--- config.mk ---
export PLATFORM = sky130hd
export DESIGN_NAME = instruction_execute
export DESIGN_NICKNAME = d
export VERILOG_FILES = /design/src/rtl/tinycpu_pkg.sv /design/src/rtl/regfile_8x32.sv /design/src/rtl/instruction_execute.sv
export SDC_FILE = /design/constraint.sdc
export NUM_CORES = 1
export LEC_CHECK = 0
export BUFFER_PORTS_ARGS = -buffer_cell sky130_fd_sc_hd__buf_2
export CAP_MARGIN = 20
export CELL_PAD_IN_SITES_DETAIL_PLACEMENT = 1
export CELL_PAD_IN_SITES_GLOBAL_PLACEMENT = 1
export CORE_MARGIN = 3
export CORE_UTILIZATION = 49
export DETAILED_ROUTE_END_ITERATION = 6
export HOLD_SLACK_MARGIN = 0.1
export PLACE_DENSITY = 0.81
export SLEW_MARGIN = 10
export SYNTH_ARGS = -nofsm -noshare
export SYNTH_HDL_FRONTEND = slang
export SYNTH_SLANG_ARGS = --single-unit
--- constraint.sdc ---
create_clock -name clk -period 6.06 [get_ports clk]
set_input_delay 0.909 -clock clk [delete_from_list [all_inputs] [get_ports clk]]
set_output_delay 0.909 -clock clk [all_outputs]
set_load 0.05 [all_outputs]
--- src/rtl/tinycpu_pkg.sv ---
// Shared tinycpu definitions: opcodes, decoded-word field positions and
// execute-stage FSM states.
package tinycpu_pkg;

  localparam logic [3:0] OP_NOP = 4'd0;
  localparam logic [3:0] OP_ADD = 4'd1;
  localparam logic [3:0] OP_SUB = 4'd2;
  localparam logic [3:0] OP_AND = 4'd3;
  localparam logic [3:0] OP_OR  = 4'd4;
  localparam logic [3:0] OP_XOR = 4'd5;
  localparam logic [3:0] OP_LI  = 4'd6;
  localparam logic [3:0] OP_LD  = 4'd7;
  localparam logic [3:0] OP_ST  = 4'd8;

  localparam int OP_MSB   = 31;
  localparam int OP_LSB   = 28;
  localparam int RD_MSB   = 26;
  localparam int RD_LSB   = 24;
  localparam int RS_MSB   = 22;
  localparam int RS_LSB   = 20;
  localparam int IMM_MSB  = 15;
  localparam int IMM_LSB  = 0;
  localparam int ADDR_LSB = 0;

  typedef enum logic [1:0] {
    S_IDLE = 2'd0,
    S_EXEC = 2'd1,
    S_MEM  = 2'd2,
    S_OUT  = 2'd3
  } exec_state_e;

  function automatic logic is_mem_op(input logic [3:0] op);
    return (op == OP_LD) || (op == OP_ST);
  endfunction

endpackage

--- src/rtl/regfile_8x32.sv ---
// Register file: two combinational read ports, one synchronous write port,
// synchronous clear on reset.
module regfile_8x32 #(
  parameter int DATA_W = 32,
  parameter int NREGS  = 8,
  parameter int AW     = $clog2(NREGS)
) (
  input  logic              clk,
  input  logic              reset,
  input  logic [AW-1:0]     i_ra,
  output logic [DATA_W-1:0] o_rdata_a,
  input  logic [AW-1:0]     i_rb,
  output logic [DATA_W-1:0] o_rdata_b,
  input  logic              i_we,
  input  logic [AW-1:0]     i_wa,
  input  logic [DATA_W-1:0] i_wdata
);

  logic [DATA_W-1:0] r_regs [NREGS];

  always_ff @(posedge clk) begin
    if (reset) begin
      for (int unsigned i = 0; i < NREGS; i++) begin
        r_regs[i] <= '0;
      end
    end else if (i_we) begin
      r_regs[i_wa] <= i_wdata;
    end
  end

  assign o_rdata_a = r_regs[i_ra];
  assign o_rdata_b = r_regs[i_rb];

endmodule

--- src/rtl/instruction_execute.sv ---
// tinycpu execute stage: accepts one decoded word, runs it against the
// register file or the shared memory port, and hands the result downstream.
module instruction_execute
  import tinycpu_pkg::*;
#(
  parameter int DATA_W = 32,
  parameter int ADDR_W = 10,
  parameter int NREGS  = 8
) (
  input  logic              clk,
  input  logic              reset,
  input  logic              DIR,
  output logic              ack_from,
  input  logic [DATA_W-1:0] data_in,
  output logic              DOR,
  input  logic              ack_to,
  output logic [DATA_W-1:0] data_out,
  output logic              illegal_op,
  output logic              mem_en,
  output logic              mem_we,
  output logic [ADDR_W-1:0] mem_addr,
  output logic [DATA_W-1:0] mem_di,
  input  logic [DATA_W-1:0] mem_do,
  input  logic              mem_do_ack
);

  localparam int AW = $clog2(NREGS);

  exec_state_e       r_state;
  logic [DATA_W-1:0] r_instr;

  logic [3:0]        w_op;
  logic [AW-1:0]     w_rd;
  logic [AW-1:0]     w_rs;
  logic [15:0]       w_imm;
  logic [ADDR_W-1:0] w_addr;
  logic [DATA_W-1:0] w_rd_val;
  logic [DATA_W-1:0] w_rs_val;
  logic [DATA_W-1:0] w_alu_result;
  logic              w_alu_wr;
  logic              w_illegal;
  logic              w_rf_we;
  logic [DATA_W-1:0] w_rf_wdata;
  logic              w_unused;

  assign w_op   = r_instr[OP_MSB:OP_LSB];
  assign w_rd   = r_instr[RD_MSB:RD_LSB];
  assign w_rs   = r_instr[RS_MSB:RS_LSB];
  assign w_imm  = r_instr[IMM_MSB:IMM_LSB];
  assign w_addr = r_instr[ADDR_LSB +: ADDR_W];
  assign w_unused = &{1'b0, r_instr[27], r_instr[23], r_instr[19:16]};

  regfile_8x32 #(
    .DATA_W(DATA_W),
    .NREGS (NREGS),
    .AW    (AW)
  ) u_regfile (
    .clk      (clk),
    .reset    (reset),
    .i_ra     (w_rd),
    .o_rdata_a(w_rd_val),
    .i_rb     (w_rs),
    .o_rdata_b(w_rs_val),
    .i_we     (w_rf_we),
    .i_wa     (w_rd),
    .i_wdata  (w_rf_wdata)
  );

  always_comb begin
    w_alu_result = '0;
    w_alu_wr     = 1'b0;
    w_illegal    = 1'b0;
    case (w_op)
      OP_NOP: ;
      OP_ADD: begin w_alu_result = w_rd_val + w_rs_val; w_alu_wr = 1'b1; end
      OP_SUB: begin w_alu_result = w_rd_val - w_rs_val; w_alu_wr = 1'b1; end
      OP_AND: begin w_alu_result = w_rd_val & w_rs_val; w_alu_wr = 1'b1; end
      OP_OR:  begin w_alu_result = w_rd_val | w_rs_val; w_alu_wr = 1'b1; end
      OP_XOR: begin w_alu_result = w_rd_val ^ w_rs_val; w_alu_wr = 1'b1; end
      OP_LI:  begin w_alu_result = {{(DATA_W-16){1'b0}}, w_imm}; w_alu_wr = 1'b1; end
      OP_LD, OP_ST: ;
      default: w_illegal = 1'b1;
    endcase
  end

  // Register writes happen either at the end of EXEC (ALU/LI) or on the
  // memory completion cycle (LD); reset priority in the regfile drops both.
  assign w_rf_we    = ((r_state == S_EXEC) && w_alu_wr) ||
                      ((r_state == S_MEM) && mem_do_ack && (w_op == OP_LD));
  assign w_rf_wdata = (r_state == S_MEM) ? mem_do : w_alu_result;

  always_ff @(posedge clk) begin
    if (reset) begin
      r_state    <= S_IDLE;
      r_instr    <= '0;
      ack_from   <= 1'b0;
      DOR        <= 1'b0;
      data_out   <= '0;
      illegal_op <= 1'b0;
      mem_en     <= 1'b0;
      mem_we     <= 1'b0;
      mem_addr   <= '0;
      mem_di     <= '0;
    end else begin
      ack_from <= 1'b0;
      case (r_state)
        S_IDLE: begin
          if (DIR) begin
            r_instr  <= data_in;
            ack_from <= 1'b1;
            r_state  <= S_EXEC;
          end
        end
        S_EXEC: begin
          if (is_mem_op(w_op)) begin
            mem_en   <= 1'b1;
            mem_we   <= (w_op == OP_ST);
            mem_addr <= w_addr;
            if (w_op == OP_ST) begin
              mem_di <= w_rd_val;
            end
            r_state  <= S_MEM;
          end else begin
            data_out   <= w_alu_result;
            illegal_op <= w_illegal;
            DOR        <= 1'b1;
            r_state    <= S_OUT;
          end
        end
        S_MEM: begin
          if (mem_do_ack) begin
            mem_en     <= 1'b0;
            mem_we     <= 1'b0;
            data_out   <= (w_op == OP_LD) ? mem_do : mem_di;
            illegal_op <= 1'b0;
            DOR        <= 1'b1;
            r_state    <= S_OUT;
          end
        end
        S_OUT: begin
          if (ack_to) begin
            DOR     <= 1'b0;
            r_state <= S_IDLE;
          end
        end
        default: r_state <= S_IDLE;
      endcase
    end
  end

endmodule

# Word-level counts from Yosys, hierarchy flattened
# Memory sizes are Yosys's and may differ from the RTL's. A register that Yosys moved wholly into a read port is not among the register bits.
# Index checks and enable logic that the tools add are counted.
[op_classes]
n_addsub = 2
eq_ne = 16
muxes = 37
bitwise = 4
reduce_logical = 20
[op_table]
columns = ["operator", "count"]
rows = [
  ["$pmux 32 s6", 1],
  ["$mux 32", 5],
  ["$pmux 32 s2", 1],
  ["$add 32x32->32", 1],
  ["$and 32x32->32", 1],
  ["$or 32x32->32", 1],
  ["$reduce_or 32->1", 1],
  ["$sub 32x32->32", 1],
  ["$xor 32x32->32", 1],
  ["$mux 1", 17],
  ["$eq 4x3->1 const B", 4],
  ["$mux 3", 5],
  ["$reduce_and 3->1", 4],
  ["$reduce_or 9->1", 1],
  ["$eq 4x2->1 const B", 2],
  ["$ne 2x2->1 const B", 4],
  ["$pmux 2 s4", 1],
  ["$mux 2", 3],
  ["$pmux 1 s2", 3],
  ["$reduce_or 6->1", 1],
  ["$eq 2x2->1 const B", 2],
  ["$eq 4x1->1 const B", 1],
  ["$eq 4x4->1 const B", 1],
  ["$logic_not 4->1", 1],
  ["12 further kinds", 16],
]
[word_totals]
regBits = 113
ramBits = 256
input_bits = 69
output_inout_bits = 79
n_memories = 1
[mem_list]
columns = ["memory", "depth", "word_bits", "rd", "rd_ports_with_merged_regs", "write_ports", "line_no", "rtl"]
rows = [
  ["u_regfile.r_regs", 8, 32, 2, 2, 8, "regfile_8x32.sv:19", "logic [DATA_W-1:0] r_regs [NREGS];"],
]

# Longest topological paths before layout
[logic_depth]
ltp_word = 10
depth_mapped = 25
ltp_nobuf = 22

# Modules after synthesis
# From an unflattened synthesis, not the netlist that was laid out.
[hier_totals]
cells_unflattened = 2102
area_unflattened_um2 = 22908.2
[by_module_without_submodules]
columns = ["mod", "instances", "cells_per_inst", "area_per_inst_um2"]
rows = [
  ["regfile_8x32", 1, 843, 13790.7],
  ["instruction_execute", 1, 1259, 9117.5],
]

# Worst setup path after synthesis
# OpenSTA, ideal clock, no wires.
[synth_path]
kind = "reg2reg"
start = "register (tool-made name)"
end = "memory u_regfile.r_regs[0][29], data pin"
setup_ns = 0.283
arrival_ns = 4.875
setup_slack_ns = 0.903
stages_incl_launch_ff = 22
path_buffers = 6
synth_period_minus_slack_ns = 5.157
cell_sequence = "dfxtp_1 -> buf_6 -> buf_6 -> buf_2 -> buf_4 -> buf_2 -> buf_2 -> mux4_2 -> mux2i_1 -> inv_1 -> xnor2_1 -> ha_1 -> nand3_1 -> and2_1 -> a2111oi_0 -> nor3_1 -> a2bb2oi_1 -> o221a_2 -> o21ai_1 -> xor2_1 -> a221oi_1 -> nor2_1"
[synth_lines]
columns = ["item", "line_no"]
rows = [
  ["end, declared", "regfile_8x32.sv:19"],
]

==> results.cfg <==
[critical_path]
r2r_slack_ns = 0.003
critical_path_class = flop to flop
critical_path.top_delay_family = compound AO/OA/AOI/OAI gates
setup.worst_path.start_class = flop
cp_max_fo = 16
crit_path_cell_trace = buf_4 > mux2_1 > o22ai_1 > or2_1 > inv_1 > nor4_4 > and2_1 > nor2b_1 > inv_1 > o21ai_1 > xnor2_1 > ha_1 > a21oi_1 > o21ai_0 > a2111oi_0 > o21bai_1 > a211oi_1 > a21oi_1 > o21a_1 > mux2_4 > a21oi_4 > buf_12 > nor2_2
required_ns = 6.37
cpMaxStageDelayCell = a2111oi_0
cpPeakStageDelay_ns = 0.56
cp-end-kind = flop
path_buf_inv = 4
worst_ep_arrival_time_ns = 6.37

[die]
die_w_um = 218
core_um2 = 43600
io_pins = 148
initial_core_util_pct = 50.3
die-area_um2 = 47400
die_y_um = 218
row_count = 76

[synth]
seq_area_frac_synth_pct = 45.3
ys_top_cells_by_area = edfxtp_1 (35%), mux4_2 (13%), dfxtp_1 (10%)
synth_edf_count = 256
ys_seq_elements = 369
yosys_most_used_dff = edfxtp_1
syn_avg_cell_area_um2 = 10.6
ys_types = 81
yosysTopAreaCell = edfxtp_1
syn_area_um2 = 22000
netlist_instances = 2075
ys.warnings.count = 0
async_flop_share_pct = 0
synth_top_area_share_pct = 35.0
synth_nets = 2252

[sta]
setup_ws_ns = 0.00336
relSlewSlack_pct = 23.5
min_period_ns = 6.06
clock.fmax_mhz = 165
setup_viol = 0
skew_ns = 0.0159
finalCritPeriodShare_pct = 99.9
hold_viol = 0
slew_viol_final = 0
worstMarginPinSlew_ns = 1.15
final.setup.tns_ns = 0

[global_routing]
grt_use_total_pct = 32.1
grt.overflow.total = 0
grt_max_degree = 71
grt_pass1_vias = 18600
grt_pass1_wl_mm = 115
antenna_found_initial = 0

[placement]
post-dp-hpwl_mm = 51.4
dp_slack_ns = 0.0683
place_inst = 2736
place_congestion = 0.918
port_buffers = 141

[layout]
fillers = 4670
num-nets-final = 2383
drive_gt1_share_pct = 21.5
final_cells = 2824
fin_util_pct = 57.4
diodes = 0
seq_area_um2 = 9960
area_growth_pct = 14.0
multi_input_area_um2 = 11200

[routing]
wire_per_inst_um = 27.6
routed_wl_mm = 78.0
drcViolationCount = 0
vias_per_cell = 6.47
dr_total_vias = 18300
drt_pass1_iterations = 5
drtIter0Drc = 2460
drtAntennaViolNets = 0

[outcome]
status = completed

[clocking]
clockBufferDepth = 3
insertion_delay_ns = 0.58
root_buffer = clkbuf_16
ctsHoldBuffers = 0
clock_sinks = 369
clk_pin_slew_ns = 0.06
htreeDepth = 2
cts_buffers = 42
cts_tree = yes

[pwr]
p_leak_nw = 9.43
ir_worst_vdd_mv = 0.346
power.density_nw_per_um2 = 431

[worst_hold_path]
hold_class = flop to flop

[job]
maxCapViolCount = 0
-- final cells by class --
class	count	area share, %
clock buffer	53	4.49
multi-input combinational	1487	44.8
tap	585	2.92
sequential	369	39.8
timing repair buffer	227	5.99
clock inverter	24	0.889
inverter	79	1.18
-- worst paths after layout --
check / startpoint / to / depth (start not counted)
setup / recovery: flop / u_regfile.r_regs[1][31]$_SDFFCE_PN0P_ / 23
hold reg to reg: mem_addr[9]$_SDFFE_PP0P_ / mem_addr[9]$_SDFFE_PP0P_ / 2
setup reg to reg: flop / u_regfile.r_regs[1][31]$_SDFFCE_PN0P_ / 23
hold / removal: mem_addr[9]$_SDFFE_PP0P_ / mem_addr[9]$_SDFFE_PP0P_ / 2
-- synth_stat cells (all sizes together), types with 24 or more instances --
cell type  instances
a211oi            59
a21oi            142
a22oi             25
buf               31
clkbuf           109
dfxtp            113
edfxtp           256
ha               107
inv               78
mux2              24
mux2i             60
mux4             123
nand2            220
nor2             392
nor3              38
o21ai             43
xnor2             46
-- layout by cell type, fill, tap and decap left out, drive strengths merged, types with 5 or more instances in the layout --
cell / count
o21a: 6
a21oi: 142
dfxtp: 113
and2: 7
o21bai: 10
edfxtp: 256
nor3: 38
xnor2: 46
nand2b: 20
a211oi: 59
xor2: 12
mux2: 24
clkinv: 17
inv: 79
nor4: 5
o21ai: 43
a31oi: 20
o211ai: 5
a22oi: 25
nand3: 13
nor2: 392
buf: 227
nand4: 11
a21o: 19
a221oi: 18
clkbuf: 53
ha: 107
mux2i: 60
nand2: 220
mux4: 123
-- state kept, by name (all words and copies together) (netlist names), named ones only --
name              count
u_regfile.r_regs    256
data_out             32
mem_di               32
r_instr              26
mem_addr             10
r_state               2
DOR                   1
ack_from              1
illegal_op            1
mem_en                1
mem_we                1
-- worst min-delay path, cell delays in order (launching register included) --
cell,delay (ns)
dfxtp_1,0.30
nand2_1,0.05
a21oi_1,0.05
-- timing repair --
action | CTS | global route
gates resized for setup | 0 | 7
hold endpoints to repair | 0 | 0
endpoints found under the setup margin | 0 | 82
buffers inserted | 0 | 2
-- kinds of logic after synthesis --
logic type	synth area share [%]
simple gates	14.0
flops	45.3
buf+inv	4.08
xor+xnor	2.31
fa+ha+maj	6.18
compound gates	11.3
mux	16.9
-- metal layers --
metal / up-vias / wire length, um / track usage (%) / share of wire (%)
li1: 7828 / - / - / -
met1: 9265 / 31600 / 43.1 / 41
met2: 1043 / 36500 / 52.0 / 47
met3: 139 / 8070 / 8.43 / 10
met4: 0 / 1810 / 9.09 / 2.3
met5: - / 0 / 0 / 0
-- report_power, final --
group / internal, mW / switching, mW
Combinational: 1.81 / 3.31
Clock: 1.45 / 1.10
Sequential: 2.91 / 0.230
Total: 6.16 / 4.64
-- stage by stage --
stage	power (mW)	cell area (um2)	hold slack [ns]
finish	10.8	25100	0.450
global route	11.3	25100	0.468
CTS	10.6	24800	0.452
detailed placement	8.07	23500	0.443
global placement	7.86	23500	0.433
floorplan	6.50	22000	0.436
(Power assumes the default switching activity.)
